$ cat src/rtl/alarm_pkg.sv
// alarm_pkg: state encoding and default constants for the alarm video sequencer
package alarm_pkg;
  typedef enum logic [2:0] {
    S_DISARMED  = 3'd0,
    S_EXIT_DLY  = 3'd1,
    S_ARMED     = 3'd2,
    S_ENTRY_DLY = 3'd3,
    S_ALARM     = 3'd4
  } state_t;
  localparam int         DEF_CLK_FREQ    = 50_000_000;
  localparam logic [9:0] DEF_ARM_CODE    = 10'h112;
  localparam int         DEF_EXIT_DELAY  = 15;
  localparam int         DEF_ENTRY_DELAY = 10;
  localparam int         DEF_VID_TIMEOUT = 3;
endpackage

$ cat src/rtl/sec_tick_gen.sv
// sec_tick_gen: one-cycle tick every CLK_FREQ cycles, restartable by iCLR
module sec_tick_gen
  import alarm_pkg::*;
#(
  parameter int CLK_FREQ = DEF_CLK_FREQ
) (
  input  logic iCLK,
  input  logic iRST,
  input  logic iCLR,
  output logic oTICK
);
  localparam int W = $clog2(CLK_FREQ + 1);
  logic [W-1:0] cnt;
  assign oTICK = cnt == W'(CLK_FREQ - 1);
  always_ff @(posedge iCLK) cnt <= (iRST || iCLR || oTICK) ? '0 : cnt + 1'b1;
endmodule

$ cat src/rtl/alarm_video_sequencer.sv
// alarm_video_sequencer: passcode-armed intrusion alarm that powers up video capture with a lock watchdog
module alarm_video_sequencer
  import alarm_pkg::*;
#(
  parameter int         CLK_FREQ    = DEF_CLK_FREQ,
  parameter logic [9:0] ARM_CODE    = DEF_ARM_CODE,
  parameter int         EXIT_DELAY  = DEF_EXIT_DELAY,
  parameter int         ENTRY_DELAY = DEF_ENTRY_DELAY,
  parameter int         VID_TIMEOUT = DEF_VID_TIMEOUT
) (
  input  logic       iCLK,
  input  logic       iRST,
  input  logic       iSENSE,
  input  logic [9:0] iCODE,
  input  logic       iENTER,
  input  logic       iTD_STABLE,
  output logic       oVIDEO_EN,
  output logic       oARMED,
  output logic       oALARM,
  output logic [2:0] oSTATE,
  output logic [7:0] oSECONDS,
  output logic       oVIDEO_FAULT
);
  state_t state, ns;
  logic [7:0] timer, nt, wd;
  logic [1:0] bad_cnt, nb;
  logic s1, s2, s3, motion, enter_q, tick, cmd, good, bad, expire;
  assign cmd    = iENTER & ~enter_q;
  assign good   = cmd && iCODE == ARM_CODE;
  assign bad    = cmd && iCODE != ARM_CODE;
  assign expire = tick && timer <= 8'd1;
  sec_tick_gen #(.CLK_FREQ(CLK_FREQ)) u_tick (
    .iCLK (iCLK),
    .iRST (iRST),
    .iCLR (ns != state),
    .oTICK(tick)
  );
  // a good command overrides any expiry or motion seen on the same cycle
  always_comb begin
    if (good) ns = state == S_DISARMED ? S_EXIT_DLY : S_DISARMED;
    else case (state)
      S_EXIT_DLY:  ns = expire ? S_ARMED : state;
      S_ARMED:     ns = motion ? S_ENTRY_DLY : state;
      S_ENTRY_DLY: ns = (expire || (bad && bad_cnt == 2'd2)) ? S_ALARM : state;
      default:     ns = state;
    endcase
    if (ns != state) begin
      nt = ns == S_EXIT_DLY ? 8'(EXIT_DELAY) : ns == S_ENTRY_DLY ? 8'(ENTRY_DELAY) : 8'd0;
      nb = 2'd0;
    end else begin
      nt = (tick && timer != 8'd0) ? timer - 8'd1 : timer;
      nb = (bad && state == S_ENTRY_DLY && bad_cnt != 2'd3) ? bad_cnt + 2'd1 : bad_cnt;
    end
  end
  always_ff @(posedge iCLK) begin
    if (iRST) begin
      state                                     <= S_DISARMED;
      timer                                     <= '0;
      bad_cnt                                   <= '0;
      wd                                        <= '0;
      {s1, s2, s3, motion, enter_q}             <= '0;
      {oVIDEO_EN, oARMED, oALARM, oVIDEO_FAULT} <= '0;
      oSTATE                                    <= '0;
      oSECONDS                                  <= '0;
    end else begin
      {s1, s2, s3} <= {iSENSE, s1, s2};
      motion       <= s2 & ~s3;
      enter_q      <= iENTER;
      state        <= ns;
      timer        <= nt;
      bad_cnt      <= nb;
      oSTATE       <= ns;
      oARMED       <= ns inside {S_ARMED, S_ENTRY_DLY, S_ALARM};
      oALARM       <= ns == S_ALARM;
      oVIDEO_EN    <= ns inside {S_ENTRY_DLY, S_ALARM};
      oSECONDS     <= ns inside {S_EXIT_DLY, S_ENTRY_DLY} ? nt : 8'd0;
      wd           <= (!oVIDEO_EN || iTD_STABLE) ? 8'd0 : (tick && wd < 8'(VID_TIMEOUT)) ? wd + 8'd1 : wd;
      oVIDEO_FAULT <= (ns == S_DISARMED && state != S_DISARMED) ? 1'b0 :
                      oVIDEO_FAULT | (oVIDEO_EN & ~iTD_STABLE & tick & (wd >= 8'(VID_TIMEOUT - 1)));
    end
  end
endmodule

$ cat config.mk
export PLATFORM = sky130hd
export DESIGN_NAME = alarm_video_sequencer
export DESIGN_NICKNAME = d
export VERILOG_FILES = /design/src/rtl/alarm_pkg.sv /design/src/rtl/sec_tick_gen.sv /design/src/rtl/alarm_video_sequencer.sv
export SDC_FILE = /design/constraint.sdc
export NUM_CORES = 1
export LEC_CHECK = 0
export CORE_AREA = 2 2 71 90
export CTS_BUF_LIST = sky130_fd_sc_hd__clkbuf_16
export CTS_CLUSTER_SIZE = 14
export DETAILED_ROUTE_END_ITERATION = 16
export DIE_AREA = 0 0 73 92
export PLACE_DENSITY = 0.78
export SLEW_MARGIN = 20
export SYNTH_ARGS = -nofsm -noshare
export SYNTH_HDL_FRONTEND = slang
export SYNTH_SLANG_ARGS = --single-unit
$ cat constraint.sdc
create_clock -name iCLK -period 2.6 [get_ports iCLK]
set_clock_uncertainty 0.2 [all_clocks]
set_input_delay 0.52 -clock iCLK [delete_from_list [all_inputs] [get_ports iCLK]]
set_output_delay 0.52 -clock iCLK [all_outputs]
set_load 0.03 [all_outputs]
==> results of run 1 <==
critical path, cell delays in order, from the launching register on:
cell and delay, ns:
dfxtp_1 0.34, or4b_4 0.56, nor4_4 0.33, buf_4 0.17, nand2_2 0.10, or3_4 0.40, xnor2_1 0.13, and2_1 0.15
cell families (layout without fill, tap and decap cells):
family | count (synthesis) | in the layout
AND/OR/NAND/NOR | 159 | 159
flip-flops | 64 | 64
AO/OA/AOI/OAI | 35 | 35
XOR/XNOR | 29 | 29
buffers and inverters | 17 | 77
adder cells (fa/ha/maj) | 7 | 7
multiplexers | 5 | 5
through the flow:
step	setup slack (ns)	cell area (µm²)
after floorplan	0.0466	2890
after CTS	0.0597	3750
after global placement	-0.205	3420
after global routing	-0.0171	3780
after detailed placement	-0.267	3420
final	0.115	3780
Yosys cell counts (2+ instances only):
cell type	n
nand3_2	2
nor2_1	45
nor2b_1	10
o21ai_1	3
and3_1	8
nand3_1	14
xor2_1	17
o31a_1	2
nor4b_1	3
and2_1	9
a211oi_1	3
o211ai_1	2
nand4_1	12
or2_2	3
inv_1	7
nand2_1	23
nor4_1	4
clkbuf_1	5
xnor2_1	12
a21oi_1	15
buf_2	2
mux2i_1	4
or3_1	3
ha_1	7
and4_1	6
dfxtp_1	64
nor3_1	5
nor3b_1	3
o21a_1	2
buf_6	2
registers in the layout (all words and copies together) (netlist names), 2 cells and up:
register / cells
wd: 8
u_tick.cnt: 26
state: 3
oSECONDS: 8
timer: 8
bad_cnt: 2
power breakdown:
group           total, W  switching (W)  internal, W
clock            0.00130       0.000451     0.000848
combinational  0.0000658      0.0000277    0.0000380
sequential      0.000993     0.00000484     0.000988
metal layers:
layer / vias up / GRT usage [%] / share of wire [%]
li1: 1219 / - / -
met4: 0 / 10.6 / 2.1
met1: 1109 / 21.2 / 42
met2: 40 / 33.6 / 53
met3: 9 / 4.07 / 2.9
met5: - / 0 / 0
final timing paths:
check / start / to / slack [ns] / cells after the start
worst min-delay path: s3 / motion / 0.21 / 1
worst max register to register: u_tick.cnt[11] / wd[0] / 0.11 / 7
worst min register to register: s3 / motion / 0.21 / 1
worst max-delay path: u_tick.cnt[11] / wd[0] / 0.11 / 7
final cells by class:
class	count	area share, %
multi-input combinational	235	41.3
sequential	64	33.9
timing repair buffer	54	13.3
clock buffer	9	5.95
clock inverter	7	2.68
tap	68	2.25
inverter	7	0.694
repair_timing:
item	4_1_cts	5_1_grt
hold buffers	0	0
hold endpoints to repair	0	0
resized for setup	0	8
setup endpoints to repair	0	27
==> impl_metrics.tcl, run 1 <==
set metrics [dict create \
    status "finished clean" \
    finalSetupViolations 0 \
    synth_compound_area_share_pct 8.70 \
    die_x_um 73 \
    via_per_inst 5.35 \
    grt-ovfl-total 0 \
    grt_pass1_wl_um 10100 \
    htreeDepth 3 \
    setup-tns-final_ns 0 \
    netlist.top_cell.by_area "dfxtp_1" \
    synth.distinct_cells 49 \
    routabilityCongestion 0.821 \
    coreArea_um2 5970 \
    die-area_um2 6720 \
    grt_max_degree 25 \
    postLayoutCoreUtil_pct 63.4 \
    synth.top_cell.area_share_pct 44.3 \
    synth-edff-count 0 \
    leakage_nw 1.48 \
    syn_area_um2 2890 \
    dp_hpwl_um 4160 \
    area_growth_syn_to_layout_pct 30.9 \
    syn_avg_cell_area_um2 9.15 \
    seq_area_frac_synth_pct 44.3 \
    post_cts_buffers 0 \
    ir_drop_v 0.000387 \
    synth-simple-area-share_pct 30.4 \
    final_cell_mix "64 x dfxtp_1, 44 x nor2_1, 29 x clkdlybuf4s50_1" \
    cts_tree "done" \
    antenna_found_initial 0 \
    root_buffer "clkbuf_16" \
    final_cells 444 \
    drive_above_1_share_pct 17.3 \
    multi_input_area_um2 1560 \
    finalPower_w 0.00236 \
    antenna_left 0 \
    synth_nets 338 \
    synth_top_family_by_area "simple AND/OR/NAND/NOR gates" \
    crit_path_end_kind "flip-flop" \
    synthAdderAreaFrac_pct 3.03 \
    wl_per_cell_um 13.2 \
    start_util_pct 48.4 \
    tightest_slew_ns 0.468 \
    p_per_area_nw_per_um2 623 \
    clk_pin_slew_worst_paths_ns 0.06 \
    placed_cells 428 \
    wirelength_um 5880 \
    hold_ws_ns 0.212 \
    worstSkewPairLatency_ns 0.33 \
    nFillCells 489 \
    min_path_type "reg2reg" \
    num_io_pins 30 \
    worstPathMaxFanout 4 \
    final_common_cell "dfxtp_1" \
    vias 2377 \
    start_kind "flip-flop" \
    worstSetupPathType "reg2reg" \
    first_global_vias 2371 \
    synth-xor-area-share_pct 8.79 \
    fin_nets 393 \
    maxClockFrequency_ghz 0.402 \
    hold_viol 0 \
    regArea_um2 1280 \
    min_period_ns 2.49 \
    antennaDiodeCount 0 \
    maxSlewHeadroom_pct 68.8 \
    gr-usage-all-layers_pct 19.3 \
    async_flop_share_pct 0 \
    synth_warnings 0 \
    muxShareOfSynthArea_pct 1.77 \
    cts_sinks 64 \
    synthFlopType "dfxtp_1" \
    dieHeight_um 92 \
    synth.area.top_cells "dfxtp_1 44%, nor2_1 5.8%, xor2_1 5.2%" \
    synth_seq_cells 64 \
    cp.required_ns 2.63 \
    slew_viol_final 0 \
    numPortBuffers 29 \
    period_share_pct 95.6 \
    drt_pass1_iterations 4 \
    maxCapViolations 0 \
    clockBufferDepth 2 \
    rows 32 \
    drcViolationCount 0 \
    critical_path_arrival_ns 2.51 \
    netlist_instances 316 \
    cts_buffers 9 \
    drtIter0Drc 148 \
]
(Power assumes the default switching activity.)
==> run 2: changes to the inputs <==
--- a/config.mk
+++ b/config.mk
@@ -5,11 +5,11 @@
 export SDC_FILE = /design/constraint.sdc
 export NUM_CORES = 1
 export LEC_CHECK = 0
-export CORE_AREA = 2 2 71 90
+export CORE_AREA = 3 3 72 91
 export CTS_BUF_LIST = sky130_fd_sc_hd__clkbuf_16
 export CTS_CLUSTER_SIZE = 14
 export DETAILED_ROUTE_END_ITERATION = 16
-export DIE_AREA = 0 0 73 92
+export DIE_AREA = 0 0 75 94
 export PLACE_DENSITY = 0.78
 export SLEW_MARGIN = 20
 export SYNTH_ARGS = -nofsm -noshare
==> run 2 against run 1 <==
  * Global-route usage shrank 1.8 points
  * Worst hold slack lost 0.017 ns
  * Sequential share of layout area grew 0.39 points
  * Wire length shrank 1.3%
  * Maximum frequency grew 0.19%
  * Count of clock-buffer cells in the layout is the same
  * Total power shrank 0.20%
  * First-iteration DRC count shrank 4.7%
  * Utilization grew 1.3 points
==> impl_metrics.tcl, run 2 (synthesis results as in run 1) <==
set metrics [dict create \
    status "finished clean" \
    grt_pass1_wl_um 9710 \
    hold_viol 0 \
    final_cells 439 \
    grt-ovfl-total 0 \
    tightest_slew_ns 0.452 \
    switching_share_pct 20.4 \
    area_growth_syn_to_layout_pct 29.4 \
    finalPower_w 0.00235 \
    worstSkewPairLatency_ns 0.33 \
    dieHeight_um 94 \
    worstSetupPathType "in2reg" \
    pwr-share-comb_pct 2.7 \
    holdBufCountCts 0 \
    drive_above_1_share_pct 15.3 \
    htreeDepth 3 \
    start_util_pct 50.0 \
    antenna_left 0 \
    fin_nets 390 \
    largest_reg_flops 26 \
    maxCapViolations 0 \
    routabilityCongestion 0.834 \
    via_per_inst 5.41 \
    maxSlewHeadroom_pct 69.8 \
    grt_max_degree 25 \
    final_cell_mix "64 x dfxtp_1, 45 x nor2_1, 29 x clkdlybuf4s50_1" \
    cp.required_ns 2.64 \
    p_per_area_nw_per_um2 629 \
    ir_drop_v 0.000371 \
    clk_pin_slew_worst_paths_ns 0.06 \
    pwr-share-clk_pct 55.1 \
    regMostFlops "u_tick.cnt" \
    cts_buffers 9 \
    dp_hpwl_um 4050 \
    coreArea_um2 5780 \
    num_io_pins 30 \
    drt_pass1_iterations 4 \
    slew_viol_final 0 \
    cts_tree "done" \
    numPortBuffers 29 \
    crit_path_end_kind "flip-flop" \
    antenna_found_initial 0 \
    drtIter0Drc 141 \
    wirelength_um 5800 \
    rows 31 \
    drcViolationCount 0 \
    switchingPower_w 0.000480 \
    leakage_nw 1.46 \
    die_x_um 75 \
    first_global_vias 2343 \
    power.internal_w 0.00187 \
    placed_cells 423 \
    seq_power_share_pct 42.2 \
    period_share_pct 95.4 \
    finalSetupViolations 0 \
    min_period_ns 2.48 \
    vias 2376 \
    min_path_type "reg2reg" \
    worstPathMaxFanout 5 \
    gr-usage-all-layers_pct 17.6 \
    maxClockFrequency_ghz 0.403 \
    final_common_cell "dfxtp_1" \
    wl_per_cell_um 13.2 \
    clockBufferDepth 2 \
    antennaDiodeCount 0 \
    start_kind "input pin" \
    die-area_um2 7050 \
    critical_path_arrival_ns 2.52 \
    cts_sinks 64 \
    root_buffer "clkbuf_16" \
]
## run 2: cell types whose count changed in the layout (fill, tap and decap cells not counted), moves of 2 or more
cell / previous run / this run
buf_4: 23 / 20
clkinv_4: 0 / 4
clkinvlp_4: 2 / 0
inv_6: 3 / 1
## run 2: stage by stage
| step | hold slack [ns] | setup TNS (ns) | setup WS (ns) | cell area [µm²] | util, % |
|---|---|---|---|---|---|
| floorplan | 0.167 | 0 | 0.0466 | 2890 | - |
| CTS | 0.200 | 0 | 0.116 | 3720 | 64.4 |
| finish | 0.195 | 0 | 0.120 | 3740 | 64.7 |
| global route | 0.200 | -0.0209 | -0.0172 | 3740 | 64.7 |
| detailed placement | 0.195 | -6.35 | -0.195 | 3390 | 58.7 |
| global placement | 0.173 | -5.29 | -0.155 | 3390 | 58.7 |
## run 2: critical path, cell delays in order
cell and delay, ns:
clkdlybuf4s50_1 0.46, nor2b_1 0.33, nand4_1 0.25, mux2i_1 0.19, a21oi_1 0.24, buf_4 0.18, nand2_1 0.12, nor3b_1 0.23
## run 2: what timing repair did
| item | 4_1_cts | 5_1_grt |
|---|---|---|
| buffers inserted | 0 | 0 |
| gates resized for setup | 0 | 3 |
| setup endpoints to repair | 0 | 29 |
## run 2: power groups by stage
stage                     Sequential [W]  Clock (W)  Combinational (W)
final                           0.000993    0.00130          0.0000643
after detailed placement         0.00101          0          0.0000623
after global placement           0.00101          0          0.0000607
after CTS                       0.000993    0.00132          0.0000628
after floorplan                  0.00101          0          0.0000279
after global routing            0.000994    0.00136          0.0000711
## run 2: final timing paths
check,from,slack [ns],depth (start not counted),endpoint
setup / recovery,iENTER,0.12,8,oSECONDS[5]
hold / removal,s3,0.20,1,motion
setup reg to reg,u_tick.cnt[11],0.13,7,wd[0]
hold reg to reg,s3,0.20,1,motion
## run 2: layout make-up
cell class / instances / area (µm²)
inverters: 7 / 26.3
clock buffers: 9 / 225
repair buffers: 51 / 480
multi-input cells: 235 / 1540
flip-flops and latches: 64 / 1280
clock inverters: 7 / 104
well taps: 66 / 82.6
fillers: 460 / 2040
## run 2: per-layer routing
layer,up-vias,GRT usage [%],part of all wire [%]
li1,1210,-,-
met1,1113,19.5,42
met2,44,30.9,52
met3,9,3.21,3.5
met4,0,9.05,1.8
met5,-,0,0
